--- config.mk ---
export PLATFORM = sky130hd
export DESIGN_NAME = uart_transmitter
export DESIGN_NICKNAME = d
export VERILOG_FILES = /design/src/rtl/uart_transmitter_pkg.sv /design/src/rtl/uart_transmitter_baud_tick.sv /design/src/rtl/uart_transmitter.sv
export SDC_FILE = /design/constraint.sdc
export NUM_CORES = 1
export LEC_CHECK = 0
export ABC_AREA = 1
export CAP_MARGIN = 40
export CORE_MARGIN = 1
export CORE_UTILIZATION = 51
export DETAILED_ROUTE_END_ITERATION = 16
export PLACE_DENSITY = 0.72
export RECOVER_POWER = 100
export SYNTH_ARGS = -nofsm -noshare
export SYNTH_HDL_FRONTEND = slang
export SYNTH_SLANG_ARGS = --single-unit
--- constraint.sdc ---
create_clock -name clk -period 1.3 [get_ports clk]
set_input_delay 0.26 -clock clk [delete_from_list [all_inputs] [get_ports clk]]
set_output_delay 0.26 -clock clk [all_outputs]
set_load 0.01 [all_outputs]
--- src/rtl/uart_transmitter_pkg.sv ---
// Shared UART definitions: FSM encodings, parity modes, default bit timing and a parity helper.
// The transmitter and the UART receiver both import this package.
package uart_transmitter_pkg;

  localparam int unsigned DEFAULT_CLKS_PER_BIT = 868;

  localparam int unsigned PARITY_NONE = 0;
  localparam int unsigned PARITY_EVEN = 1;
  localparam int unsigned PARITY_ODD  = 2;

  typedef enum logic [2:0] {
    ST_IDLE   = 3'd0,
    ST_START  = 3'd1,
    ST_DATA   = 3'd2,
    ST_PARITY = 3'd3,
    ST_STOP   = 3'd4
  } uart_state_e;

  // Callers zero-extend narrower words; the added zeros do not change the parity.
  function automatic logic parity_bit(input logic [7:0] data, input int unsigned mode);
    logic result;
    result = 1'b0;
    if (mode == PARITY_EVEN) begin
      result = ^data;
    end else if (mode == PARITY_ODD) begin
      result = ~^data;
    end
    return result;
  endfunction

endpackage

--- src/rtl/uart_transmitter_baud_tick.sv ---
// Bit-time counter: counts 0..CLKS_PER_BIT-1 and flags the last and second-to-last cycle of each bit.
// Flags are registered, so they line up with the counter value they describe.
module uart_transmitter_baud_tick #(
  parameter int unsigned CLKS_PER_BIT = 868
) (
  input  logic clk,
  input  logic reset,
  input  logic clear,
  output logic tick,
  output logic pre_tick
);

  localparam int unsigned CNT_W = (CLKS_PER_BIT > 1) ? $clog2(CLKS_PER_BIT) : 1;
  localparam logic [CNT_W-1:0] LAST = CNT_W'(CLKS_PER_BIT - 1);
  localparam logic [CNT_W-1:0] PRE  = CNT_W'(CLKS_PER_BIT - 2);

  logic [CNT_W-1:0] cnt;
  logic [CNT_W-1:0] cnt_next;

  always_comb begin
    cnt_next = cnt + CNT_W'(1);
    if (clear || tick) begin
      cnt_next = '0;
    end
  end

  always_ff @(posedge clk) begin
    if (reset) begin
      cnt      <= '0;
      tick     <= 1'b0;
      pre_tick <= (PRE == '0);
    end else begin
      cnt      <= cnt_next;
      tick     <= (cnt_next == LAST);
      pre_tick <= (cnt_next == PRE);
    end
  end

endmodule

--- src/rtl/uart_transmitter.sv ---
// UART transmitter: start bit, LSB-first data, optional parity, stop bit(s) on a registered tx line.
// Host handshake is send/ready; done pulses once per completed frame.
module uart_transmitter
  import uart_transmitter_pkg::*;
#(
  parameter int unsigned CLKS_PER_BIT = DEFAULT_CLKS_PER_BIT,
  parameter int unsigned DATA_BITS    = 8,
  parameter int unsigned PARITY       = PARITY_NONE,
  parameter int unsigned STOP_BITS    = 1
) (
  input  logic                 clk,
  input  logic                 reset,
  input  logic [DATA_BITS-1:0] data_in,
  input  logic                 send,
  output logic                 ready,
  output logic                 tx,
  output logic                 done
);

  localparam int unsigned BIT_W = $clog2(DATA_BITS + 1);
  localparam logic [BIT_W-1:0] LAST_DATA = BIT_W'(DATA_BITS - 1);
  localparam logic [BIT_W-1:0] LAST_STOP = BIT_W'(STOP_BITS - 1);

  uart_state_e          state;
  uart_state_e          state_next;
  logic [DATA_BITS-1:0] shreg;
  logic [DATA_BITS-1:0] shreg_next;
  logic [BIT_W-1:0]     bit_idx;
  logic [BIT_W-1:0]     bit_idx_next;
  logic                 par;
  logic                 par_next;
  logic                 tx_next;
  logic                 ready_next;
  logic                 done_next;
  logic                 baud_clear;
  logic                 tick;
  logic                 pre_tick;

  uart_transmitter_baud_tick #(
    .CLKS_PER_BIT(CLKS_PER_BIT)
  ) u_baud (
    .clk     (clk),
    .reset   (reset),
    .clear   (baud_clear),
    .tick    (tick),
    .pre_tick(pre_tick)
  );

  // tx/ready/done are computed for the next state so they change on the same edge as the FSM.
  always_comb begin
    state_next   = state;
    shreg_next   = shreg;
    bit_idx_next = bit_idx;
    par_next     = par;
    tx_next      = tx;
    ready_next   = 1'b0;
    done_next    = 1'b0;
    baud_clear   = 1'b0;

    case (state)
      ST_IDLE: begin
        tx_next    = 1'b1;
        ready_next = 1'b1;
        baud_clear = 1'b1;
        if (send && ready) begin
          state_next   = ST_START;
          shreg_next   = data_in;
          par_next     = parity_bit(8'(data_in), PARITY);
          bit_idx_next = '0;
          tx_next      = 1'b0;
          ready_next   = 1'b0;
        end
      end

      ST_START: begin
        if (tick) begin
          state_next   = ST_DATA;
          bit_idx_next = '0;
          tx_next      = shreg[0];
        end
      end

      ST_DATA: begin
        if (tick) begin
          if (bit_idx == LAST_DATA) begin
            bit_idx_next = '0;
            if (PARITY != PARITY_NONE) begin
              state_next = ST_PARITY;
              tx_next    = par;
            end else begin
              state_next = ST_STOP;
              tx_next    = 1'b1;
            end
          end else begin
            shreg_next   = shreg >> 1;
            bit_idx_next = bit_idx + BIT_W'(1);
            tx_next      = shreg[1];
          end
        end
      end

      ST_PARITY: begin
        if (tick) begin
          state_next   = ST_STOP;
          bit_idx_next = '0;
          tx_next      = 1'b1;
        end
      end

      // The final stop cycle is spent in IDLE with ready high, so a held send starts the next
      // frame exactly when the stop time expires, with no gap on the line.
      ST_STOP: begin
        tx_next = 1'b1;
        if (pre_tick && (bit_idx == LAST_STOP)) begin
          state_next = ST_IDLE;
          ready_next = 1'b1;
          done_next  = 1'b1;
        end else if (tick) begin
          bit_idx_next = bit_idx + BIT_W'(1);
        end
      end

      default: begin
        state_next = ST_IDLE;
        tx_next    = 1'b1;
        ready_next = 1'b1;
      end
    endcase
  end

  always_ff @(posedge clk) begin
    if (reset) begin
      state   <= ST_IDLE;
      shreg   <= '0;
      bit_idx <= '0;
      par     <= 1'b0;
      tx      <= 1'b1;
      ready   <= 1'b1;
      done    <= 1'b0;
    end else begin
      state   <= state_next;
      shreg   <= shreg_next;
      bit_idx <= bit_idx_next;
      par     <= par_next;
      tx      <= tx_next;
      ready   <= ready_next;
      done    <= done_next;
    end
  end

endmodule

==> qor.txt <==
Required time of the critical path - 1.59 ns
Buffer type at the clock tree root - sky130_fd_sc_hd__clkbuf_4
Global routing usage summed across all routing layers - 24.47%
Critical setup path kind - reg -> reg
Violated checks - DRC, setup timing
Nature of the critical path endpoint - flop
Vias in the first global route - 1476
R2R depth - 8
Share of final-layout standard cells stronger than drive strength 1 - 35.41%
Instance area at placement - 2017 um2
Filler-free cell count of the finished design - 336
Final global-route overflow total - 0
Remaining antenna violation count - 0
Peak supply drop - 1272 uV
Setup Viol. Count Final - 17
Std-Cell Core Area - 2853 um2
Sum of routed wire length over all layers - 4095 um
Pwr Total - 0.005402 W
Top-area cell type share of the netlist area - 37.62%
Num rows - 19
Setup repair after global routing missed its margin - yes
Post-synth EDFFs - 0
Static leakage - 1.086 nW
CTS max path bufs - 2
Synthesized netlist cell count - 245
Via count - 1681
Fin area - 2356 um2
Flip-flop and latch count after synthesis - 30
Wire length per cell after detailed routing - 12.19 um
Count of TritonRoute iterations in the first routing pass - 10
Worst clock skew - 0.007594 ns
Worst-path maximum fanout - 4
Number of nets in the layout - 318
Fraction of the yosys area taken by sequential cells - 37.62%
Instance count along the most critical hold path - 1
Setup TNS after final layout - -0.5743 ns
Worst rel slew slack - 74.92%
Timing-limited maximum frequency - 730.9 MHz
Drt drc - 1
Summed instance area of the synthesized netlist - 1597 um2
Inserted Clock Buffers - 5
Post-synthesis async set-or-reset flop share - 0%
Commonest register cell after synthesis - sky130_fd_sc_hd__dfxtp_1
PortBufs - 13
DRT iter0 DRCs - 94
DIE WIDTH - 57.95 um
Final weighted congestion in routability-driven placement - 0.8843
Type of the worst min-delay path - reg -> reg
TritonCTS clock tree - yes
Reg-to-reg setup timing slack - -0.07 ns
Pwr per Cell Area - 2293 nW/um2
First-pass GRT wire length - 6182 um
Routed via count divided by cell count - 5.003
# Max-Cap Violations - 0
Detail Placement HPWL - 2466 um
Chip height - 57.95 um
Maximum number of pins on one net before global-route repair - 17
# IOs - 14
Max-slew violations - 0
Yosys top cell by area - sky130_fd_sc_hd__dfxtp_1
H-Tree Level Count - 2
Sink count of the clock tree - 30
Worst Tran Pin Value - 0.3757 ns
Post-layout minimum cycle time - 1.368 ns
Placed insts - 318
Total of warnings raised by yosys - 0
Synthesis-to-layout area growth - 47.57%
Number of antenna violations at the first check in global routing - 0
Clock transition at path regs - 0.10 ns
Post-CTS Hold Fix Bufs - 0
Net Count, Synth - 259
Status - finished with violations
CP Launch Type - flop
Antenna diode count - 0
Worst-case setup margin in the final layout - -0.06818 ns
Syn avg cell area - 6.516 um2
Hold violation count in the final report - 0
Arrival time worst endpoint - 1.66 ns
Top cells by area, synth - sky130_fd_sc_hd__dfxtp_1, sky130_fd_sc_hd__nand2_1, sky130_fd_sc_hd__nor2_1, sky130_fd_sc_hd__nand3_1, sky130_fd_sc_hd__inv_1
Final period utilization - 105.2%
Worst Setup Slack post-DPL - -0.2982 ns
Effective utilization at floorplan - 55.96%
Area of the die - 3358 um2
Cell variety after synth - 25
Source-to-sink clock delay at the later pin of the worst-skew pair - 0.34 ns
## cells by family after synthesis
group | share of synthesized area (%)
AND/OR/NAND/NOR | 42.24
AO/OA/AOI/OAI | 7.211
buffers and inverters | 9.482
flip-flops | 37.62
XOR/XNOR | 1.097
adder cells (fa/ha/maj) | 2.351
## report_power, final
group          internal (W)  switching, W
clock network      0.000262      0.000334
registers           0.00122      0.000239
logic               0.00155       0.00180
## critical path, stage by stage (launching register included)
cell                       delay [ns]
sky130_fd_sc_hd__dfxtp_4         0.39
sky130_fd_sc_hd__buf_4           0.12
sky130_fd_sc_hd__buf_4           0.11
sky130_fd_sc_hd__nand3_2         0.08
sky130_fd_sc_hd__o21bai_1        0.20
sky130_fd_sc_hd__nand4_1         0.12
sky130_fd_sc_hd__nor2_1          0.12
sky130_fd_sc_hd__nand2_1         0.09
sky130_fd_sc_hd__nor2_1          0.10
## what timing repair did
| action | in CTS | in global routing |
|---|---|---|
| setup endpoints to repair | 22 | 21 |
| endpoints found under the hold margin | 0 | 0 |
| gates resized for setup | 26 | 38 |
| setup buffers | 4 | 6 |
| pin swaps | 9 | 18 |
## placed cells by master (no fill, tap or decap), drive strengths merged, types with 2 or more instances in the layout
cell and instances:
nor3 4, nand4 6, dfxtp 30, dlygate4sd2 3, a21oi 10, clkdlybuf4s50 10
clkbuf 7, o21ai 3, ha 3, nand3 24, nor2 42, clkinv 2
inv 30, buf 44, nand2 83
## registers in the layout (all words and copies together) (netlist names)
name and count:
shreg 8, state 3, ready 1, bit_idx 4
tx 1, u_baud.pre_tick 1, u_baud.tick 1, done 1
u_baud.cnt 10
## Yosys cell counts, types with 2 or more instances
master and instances:
sky130_fd_sc_hd__nor2_1 39, sky130_fd_sc_hd__nor2_2 2, sky130_fd_sc_hd__ha_1 3, sky130_fd_sc_hd__a21oi_1 8, sky130_fd_sc_hd__nand4_1 6, sky130_fd_sc_hd__inv_2 2, sky130_fd_sc_hd__nand2_1 81, sky130_fd_sc_hd__inv_1 28
sky130_fd_sc_hd__nand3_1 23, sky130_fd_sc_hd__o21ai_0 2, sky130_fd_sc_hd__nor3_1 4, sky130_fd_sc_hd__dfxtp_1 30, sky130_fd_sc_hd__a21oi_4 2, sky130_fd_sc_hd__clkbuf_1 3, sky130_fd_sc_hd__buf_6 2
## metrics by stage
stage | utilization (%) | hold WS [ns]
2_1_floorplan | - | 0.4540
3_3_place_gp | 70.70 | 0.4659
3_5_place_dp | 70.70 | 0.4716
4_1_cts | 75.61 | 0.4682
5_1_grt | 82.59 | 0.4860
6_report | 82.59 | 0.4732
## routing by layer
| layer | global-route usage, % | vias up | part of all wire [%] | wire length, um |
|---|---|---|---|---|
| li1 | - | 887 | - | - |
| met4 | 10.54 | 0 | 2.2 | 90 |
| met3 | 9.375 | 8 | 3.7 | 151 |
| met5 | 0 | - | 0 | 0 |
| met1 | 31.33 | 759 | 46 | 1885 |
| met2 | 36.78 | 27 | 48 | 1967 |
## final cells by class
cell class,instances,area (um2)
multi-input cells,179,1039
flip-flops and latches,30,614.3
fillers,188,496.7
repair buffers,57,480.5
inverters,31,123.9
clock buffers,7,55.05
well taps,31,38.79
clock inverters,1,5.005
## worst paths after layout
| kind | from | end |
|---|---|---|
| setup / recovery | u_baud.cnt[0] | u_baud.tick |
| hold / removal | u_baud.cnt[0] | u_baud.cnt[0] |
| setup reg to reg | u_baud.cnt[0] | u_baud.tick |
| hold reg to reg | u_baud.cnt[0] | u_baud.cnt[0] |
(Power assumes the default switching activity.)
